## src/rtl/drum_accumulator.sv

```systemverilog
// Saturating frame accumulator behind the DRUM multiplier: sums LEN (or fewer,
// on in_last) unsigned products and presents sum/count/saturation on a held handshake.
module drum_accumulator #(
  parameter int N_BITS = 4,
  parameter int M_BITS = 4,
  parameter int P_W    = N_BITS + M_BITS,
  parameter int ACC_W  = 16,
  parameter int LEN    = 4,
  parameter int CNT_W  = $clog2(LEN + 1)
) (
  input  logic             clk,
  input  logic             rst,
  input  logic             in_valid,
  output logic             in_ready,
  input  logic [P_W-1:0]   in_product,
  input  logic             in_last,
  output logic             out_valid,
  input  logic             out_ready,
  output logic [ACC_W-1:0] out_sum,
  output logic [CNT_W-1:0] out_count,
  output logic             out_sat
);

  typedef enum logic {ACCUM, HOLD} state_t;

  localparam logic [CNT_W-1:0] LAST_CNT = CNT_W'(LEN - 1);

  state_t           state;
  state_t           state_next;
  logic [ACC_W-1:0] acc;
  logic [CNT_W-1:0] cnt;
  logic             sat;
  logic [ACC_W:0]   sum_wide;
  logic [ACC_W-1:0] acc_next;
  logic             overflow;
  logic             take;
  logic             close;

  // One guard bit catches the carry out; a carry clamps the sum to all ones.
  always_comb begin
    sum_wide = {1'b0, acc} + (ACC_W + 1)'(in_product);
    overflow = sum_wide[ACC_W];
    acc_next = overflow ? '1 : sum_wide[ACC_W-1:0];
  end

  assign in_ready = (state == ACCUM);
  assign take     = in_valid & in_ready;
  assign close    = take & ((cnt == LAST_CNT) | in_last);

  always_ff @(posedge clk or posedge rst) begin
    if (rst) begin
      state <= ACCUM;
    end else begin
      state <= state_next;
    end
  end

  always_comb begin
    state_next = state;
    case (state)
      ACCUM: if (close) state_next = HOLD;
      HOLD:  if (out_valid & out_ready) state_next = ACCUM;
      default: state_next = ACCUM;
    endcase
  end

  // Closing transfer publishes the updated totals and restarts the frame in one edge.
  always_ff @(posedge clk or posedge rst) begin
    if (rst) begin
      acc       <= '0;
      cnt       <= '0;
      sat       <= 1'b0;
      out_valid <= 1'b0;
      out_sum   <= '0;
      out_count <= '0;
      out_sat   <= 1'b0;
    end else begin
      if (close) begin
        out_sum   <= acc_next;
        out_count <= cnt + 1'b1;
        out_sat   <= sat | overflow;
        out_valid <= 1'b1;
        acc       <= '0;
        cnt       <= '0;
        sat       <= 1'b0;
      end else if (take) begin
        acc <= acc_next;
        cnt <= cnt + 1'b1;
        sat <= sat | overflow;
      end
      if (out_valid & out_ready) begin
        out_valid <= 1'b0;
      end
    end
  end

endmodule

```

## config.mk

```make
export PLATFORM = sky130hd
export DESIGN_NAME = drum_accumulator
export DESIGN_NICKNAME = d
export VERILOG_FILES = /design/src/rtl/drum_accumulator.sv
export SDC_FILE = /design/constraint.sdc
export NUM_CORES = 1
export LEC_CHECK = 0
export CORE_ASPECT_RATIO = 0.8
export CORE_UTILIZATION = 49
export DETAILED_ROUTE_END_ITERATION = 8
export GPL_TIMING_DRIVEN = 0
export PLACE_DENSITY = 0.76
export SYNTH_ARGS = -nofsm -noshare
export SYNTH_HDL_FRONTEND = slang
export SYNTH_SLANG_ARGS = --single-unit
```

## constraint.sdc

```tcl
create_clock -name clk -period 2.2 [get_ports clk]
set_input_delay 0.44 -clock clk [delete_from_list [all_inputs] [get_ports clk]]
set_output_delay 0.44 -clock clk [all_outputs]
set_load 0.1 [all_outputs]
```

==> impl_metrics.tcl, run 1 <==
set metrics [dict create \
    grt_overflow_total 0 \
    swShare_pct 55.3 \
    finalSetupViolCount 0 \
    yosysWarningCount 0 \
    critPathLaunchType "input port" \
    p_int_uw 2170 \
    cap_violations 0 \
    synthDistinctLibCells 48 \
    required_ns 2.42 \
    grt_pass1_wl_mm 8.80 \
    wire_per_inst_microns 15.9 \
    drive_gt1_share_pct 24.6 \
    cp_cell_sequence "clkdlybuf4s50_1 -> ha_2 -> o211ai_1 -> nor3_4 -> o211a_1 -> and3_1 -> o31ai_2" \
    period_share_pct 97.8 \
    yosysTopAreaCellShare_pct 44.7 \
    grt_max_degree 43 \
    met1_usage_pct 33.5 \
    end_kind "register" \
    drc_errors 0 \
    nNetsFinal 303 \
    detail_route.vias_per_cell 5.57 \
    p_seq_share_pct 25.2 \
    max_freq_mhz 465 \
    outcome "completed" \
    reg2reg_depth 8 \
    synthCells 228 \
    slew_violations 0 \
    syn2layout_area_growth_pct 29.7 \
    core_area_sq_um 4600 \
    dieWidth_microns 79.4 \
    grt.met3_usage_pct 3.86 \
    io_buffers 34 \
    max_stage_delay_ns 0.48 \
    root_buffer "clkbuf_8" \
    vdd_ir_drop_max_v 0.000963 \
    route.vias.total 1893 \
    crit_arrival_ns 2.37 \
    routed_wl_mm 5.40 \
    first_iter_violations 166 \
    relSlewSlack_pct 36.5 \
    grt_usage_pct 22.5 \
    fin_cells 340 \
    p_comb_share_pct 64.2 \
    io_pins 35 \
    worstHoldStart "out_count[1]$_DFFE_PP0P_" \
    worstSetupStartpoint "in_product[2]" \
    ff2ff_setup_slack_ns 0.06 \
    first_global_vias 1826 \
    antenna_cells 0 \
    synthTopCellsByArea "dfrtp_1 (45%), ha_1 (5.3%), nand2_1 (4.8%), o21ai_2 (3.7%), o21ai_1 (3.0%)" \
    setup_tns_ns 0 \
    power.leakage_uw 0.00142 \
    die_area_sq_um 5080 \
    switching_power_uw 2690 \
    async_reset_ff_share_pct 100 \
    synth_top_cell_by_area "dfrtp_1" \
    grt_use_met2_pct 33.3 \
    reg2reg_from "acc[0]$_DFFE_PP0P_" \
    dp_hpwl_mm 3.59 \
    hold_ws_ns 0.474 \
    max_slew.worst_pin.slew_ns 0.956 \
    detail-route-antenna-nets 0 \
    post-place-cells 322 \
    period_needed_ns 2.15 \
    clock_path_buffers 2 \
    syn_avg_cell_area_sq_um 10.3 \
    cts_tree "yes" \
    grt.busiest_layer "met1" \
    clk_latency_ns 0.30 \
    syn_nets 252 \
    path_clk_slew_ns 0.09 \
    fin_util_pct 66.3 \
    hold_viol_final 0 \
    finalClockSkew_ns 0.00663 \
    start_util_pct 51.1 \
    synth_ff_type "dfrtp_1" \
    crit_type "in -> reg" \
    h-tree-depth 2 \
    pwr-share-clk_pct 10.6 \
    cp_slowest_cell "clkdlybuf4s50_1" \
    die_h_microns 64.0 \
    rr_endpoint "acc[10]$_DFFE_PP0P_" \
    hp-class "reg -> reg" \
    clock_sinks 42 \
    crit_fanout 5 \
    n_fill_cell 381 \
    synth_seq_cells 42 \
    rsz0062_at_grt "true" \
    syn_area_sq_um 2350 \
    hold_end "out_count[1]$_DFFE_PP0P_" \
    whs_path_depth 2 \
    synth_edf_count 0 \
    ys_seq_area_share_pct 44.7 \
    power_density_nw_per_um2 1590 \
    cts_made_buffers 5 \
    rows 22 \
    place.gp.congestion 0.813 \
    antenna_found_initial 0 \
    p_total_uw 4860 \
    first_pass_iters 4 \
]
## final cells by class
| type | count | area, sq um | share of cell area (%) |
|---|---|---|---|
| buffer | 11 | 75.1 | 2.46 |
| tap | 60 | 75.1 | 2.46 |
| inverter | 3 | 11.3 | 0.369 |
| timing repair buffer | 44 | 397 | 13.0 |
| clock buffer | 5 | 68.8 | 2.26 |
| multi-input combinational | 172 | 1350 | 44.2 |
| clock inverter | 3 | 23.8 | 0.780 |
| sequential | 42 | 1050 | 34.5 |
## flip-flops by register name, indices dropped and copies added (netlist names)
register	flops
out_sum	16
cnt	3
out_sat	1
state	1
acc	16
sat	1
out_count	3
out_valid	1
## cell usage after synthesis, types with 2 or more instances
cell type	n
buf_6	2
a21oi_1	9
o21ai_0	3
o211ai_1	4
o21ai_2	10
buf_2	2
ha_1	10
mux2i_1	3
nor3_2	2
and2_1	4
o22a_1	3
o21a_1	3
a22o_1	6
buf_4	3
inv_1	3
and2_4	4
nor2_1	11
a211oi_1	2
a31oi_1	7
dfrtp_1	42
nor2b_1	2
nand2b_1	2
a21o_1	8
nand2_1	30
xor2_1	6
and3_1	2
clkbuf_1	4
nand3_1	2
o21ai_1	14
nand4_1	2
xnor2_1	6
## kinds of logic after synthesis
family | synth area share [%]
compound gates | 25.1
xor+xnor | 4.47
fa+ha+maj | 6.17
buf+inv | 3.46
flops | 44.7
mux | 1.28
simple gates | 14.8
## timing repair
action | in CTS | in global routing
pin swaps | 6 | 16
hold endpoints to repair | 0 | 0
cloned | 0 | 1
buffers inserted | 6 | 3
hold buffers | 0 | 0
gates resized for setup | 28 | 25
setup endpoints to repair | 56 | 23
## stage by stage
step                worst slack (ns)  area (sq um)
global route                 -0.0247          3050
CTS                          0.00357          2900
finish                        0.0495          3050
detailed placement            -0.647          2770
floorplan                     0.0230          2360
global placement              -0.610          2770
## cells in the final DEF (no fill, tap or decap), drive strengths merged, types with 3 or more instances in the layout
master / count
inv: 4
nand4: 3
clkdlybuf4s50: 9
ha: 10
xnor2: 6
o22a: 3
buf: 17
a22o: 6
dfrtp: 42
a21o: 8
mux2i: 3
o21ai: 27
clkbuf: 9
a31oi: 7
o211ai: 6
and2: 8
dlygate4sd2: 23
nand2: 31
xor2: 6
o21a: 3
nor2: 12
nor2b: 3
a21oi: 10
## worst max-delay path, delay by kind of cell
| family | cells | cell delay [ns] |
|---|---|---|
| compound gates | 3 | 0.84 |
| fa+ha+maj | 1 | 0.32 |
| buf+inv | 1 | 0.48 |
| simple gates | 2 | 0.30 |
## layer usage
layer	vias to the layer above	share of wire (%)
met4	0	0.96
met3	7	4.7
met5	-	0
met2	55	47
li1	922	-
met1	909	47
## how the worst max path moves through the flow
stage                               to  slack [ns]  depth (start not counted)
6_report       out_sum[15]$_DFFE_PP0P_        0.05                          7
5_1_grt        out_sum[15]$_DFFE_PP0P_       -0.02                          7
4_1_cts            acc[10]$_DFFE_PP0P_       0.004                          8
3_5_place_dp   out_sum[10]$_DFFE_PP0P_       -0.65                          9
3_3_place_gp       acc[10]$_DFFE_PP0P_       -0.61                          9
2_1_floorplan      acc[10]$_DFFE_PP0P_        0.02                          8
## power by group through the flow
stage,clock [uW],combinational [uW],sequential (uW)
2_1_floorplan,0,1180,2430
3_3_place_gp,0,2970,1230
3_5_place_dp,0,3020,1230
4_1_cts,527,2960,1210
5_1_grt,560,3320,1260
6_report,517,3120,1220
No activity file was read; power rests on OpenSTA's default activity.
==> inputs of run 2 (changes only) <==
--- a/config.mk
+++ b/config.mk
@@ -5,6 +5,7 @@
 export SDC_FILE = /design/constraint.sdc
 export NUM_CORES = 1
 export LEC_CHECK = 0
+export CAP_MARGIN = 15
 export CORE_ASPECT_RATIO = 0.8
 export CORE_UTILIZATION = 49
 export DETAILED_ROUTE_END_ITERATION = 8
==> results of run 2 <==
The final DEF is identical to that of run 1; final timing and power are the same.
==> inputs of run 3 (changes only) <==
--- a/config.mk
+++ b/config.mk
@@ -6,7 +6,7 @@
 export NUM_CORES = 1
 export LEC_CHECK = 0
 export CAP_MARGIN = 15
-export CORE_ASPECT_RATIO = 0.8
+export CORE_ASPECT_RATIO = 1.5
 export CORE_UTILIZATION = 49
 export DETAILED_ROUTE_END_ITERATION = 8
 export GPL_TIMING_DRIVEN = 0
@@ -14,3 +14,4 @@
 export SYNTH_ARGS = -nofsm -noshare
 export SYNTH_HDL_FRONTEND = slang
 export SYNTH_SLANG_ARGS = --single-unit
+export TNS_END_PERCENT = 30
==> run 3 against run 2 <==
  * Setup slack worse by 0.027 ns
  * Critical path depth increased by 1
  * Via count up 1.5%
  * Die area about the same
  * Clock power is essentially flat
  * Clock skew up 0.0022 ns
  * Non-clock buffer count is 2 higher
  * Critical path type unchanged
==> impl_metrics.tcl, run 3 (same netlist as run 1, synthesis figures left out) <==
set metrics [dict create \
    outcome "completed" \
    io_pins 35 \
    route.vias.total 1921 \
    root_buffer "clkbuf_8" \
    finalClockSkew_ns 0.00882 \
    wl_met1_mm 2.18 \
    vdd_ir_drop_max_v 0.000960 \
    worstSetupStartpoint "in_product[5]" \
    critPathLaunchType "input port" \
    period_share_pct 99.0 \
    grt_pass1_wl_mm 8.45 \
    hold_buffers 0 \
    core_area_sq_um 4580 \
    h-tree-depth 2 \
    grt_usage_pct 22.0 \
    place.gp.congestion 0.834 \
    hold_viol_final 0 \
    layout_common_cells "dfrtp_1 (42), nand2_1 (30), dlygate4sd2_1 (23)" \
    highest_layer "met4" \
    start_util_pct 51.3 \
    required_ns 2.40 \
    cap_violations 0 \
    dp_hpwl_mm 3.64 \
    io_buffers 34 \
    crit_arrival_ns 2.37 \
    clk_latency_ns 0.30 \
    met2_wirelength_mm 2.84 \
    rows 30 \
    syn2layout_area_growth_pct 30.5 \
    routed_wl_mm 5.26 \
    first_iter_violations 62 \
    antenna_cells 0 \
    hp-class "reg -> reg" \
    relSlewSlack_pct 36.2 \
    fin_cells 346 \
    largestRegisters "acc x16, out_sum x16" \
    grt_overflow_total 0 \
    period_needed_ns 2.18 \
    max_freq_mhz 459 \
    rsz0062_at_grt "true" \
    finalSetupViolCount 0 \
    post-place-cells 326 \
    die_h_microns 86.8 \
    power.leakage_uw 0.00143 \
    hold_ws_ns 0.481 \
    end_kind "register" \
    die_area_sq_um 5080 \
    grt_max_degree 43 \
    nNetsFinal 305 \
    drc_errors 0 \
    ff2ff_setup_slack_ns 0.04 \
    worstHoldStart "out_sum[4]$_DFFE_PP0P_" \
    detail-route-antenna-nets 0 \
    clock_path_buffers 2 \
    antenna_found_initial 0 \
    max_slew.worst_pin.slew_ns 0.961 \
    detail_route.vias_per_cell 5.55 \
    wl_met3_microns 127 \
    power_density_nw_per_um2 1600 \
    final_common_cell "dfrtp_1" \
    first_pass_iters 5 \
    crit_fanout 5 \
    first_global_vias 1821 \
    wire_per_inst_microns 15.2 \
    path_clk_slew_ns 0.09 \
    drive_gt1_share_pct 23.8 \
    cts_tree "yes" \
    dieWidth_microns 58.6 \
    clock_sinks 42 \
    reg2reg_from "acc[0]$_DFFE_PP0P_" \
    slew_violations 0 \
    crit_type "in -> reg" \
    cts_made_buffers 5 \
]
[run 3: cell types whose count changed in the layout (fill, tap and decap cells not counted), sizes merged]
cell  previous run  this run
buf             17        19
[run 3: final timing paths]
kind | endpoint | depth (start not counted)
min reg2reg | out_sum[4]$_DFFE_PP0P_ | 2
min in group asynchronous | cnt[1]$_DFFE_PP0P_ | 2
max reg2reg | acc[14]$_DFFE_PP0P_ | 8
min | out_sum[4]$_DFFE_PP0P_ | 2
max in group asynchronous | acc[7]$_DFFE_PP0P_ | 2
max | acc[10]$_DFFE_PP0P_ | 8
[run 3: area by class of cell]
class,count,area [sq um]
plain buffers,11,75.1
clock buffers,5,68.8
clock inverters,3,23.8
fillers,385,1510
inverters,3,11.3
multi-input cells,172,1350
flip-flops and latches,42,1050
well taps,64,80.1
repair buffers,46,408
[run 3: critical path: stages]
cell             delay, ns
clkdlybuf4s50_1       0.46
ha_4                  0.33
o211ai_1              0.17
o211ai_4              0.29
buf_6                 0.13
nand4_1               0.15
a21o_1                0.22
a22o_1                0.17
[run 3: per-layer routing]
layer / track usage (%) / vias up
met5: 0 / -
met4: 8.23 / 0
met3: 3.28 / 12
met2: 39.8 / 36
met1: 25.8 / 945
li1: - / 928
[run 3: stage by stage]
stage	setup slack [ns]	TNS, ns	util (%)	cell area, sq um	total power [uW]
2_1_floorplan	0.0230	0	-	2360	3610
5_1_grt	-0.0452	-0.0605	67.0	3070	5160
3_3_place_gp	-0.628	-22.78	60.6	2780	4210
3_5_place_dp	-0.634	-17.25	60.6	2780	4250
6_report	0.0224	0	67.0	3070	4920
4_1_cts	-0.00209	-0.00209	63.8	2920	4730
[run 3: repair_timing]
action | 4_1_cts | 5_1_grt
pin swaps | 8 | 9
endpoints found under the hold margin | 0 | 0
buffers inserted | 7 | 4
setup endpoints to repair | 56 | 30
gates resized for setup | 29 | 21
gates cloned | 1 | 0
[run 3: power breakdown]
part           leakage, uW  internal [uW]  switching, uW  total (uW)
Clock            0.0000408            227            292         519
Sequential        0.000540           1040            186        1230
Combinational     0.000855            946           2220        3170
Total              0.00143           2220           2700        4920
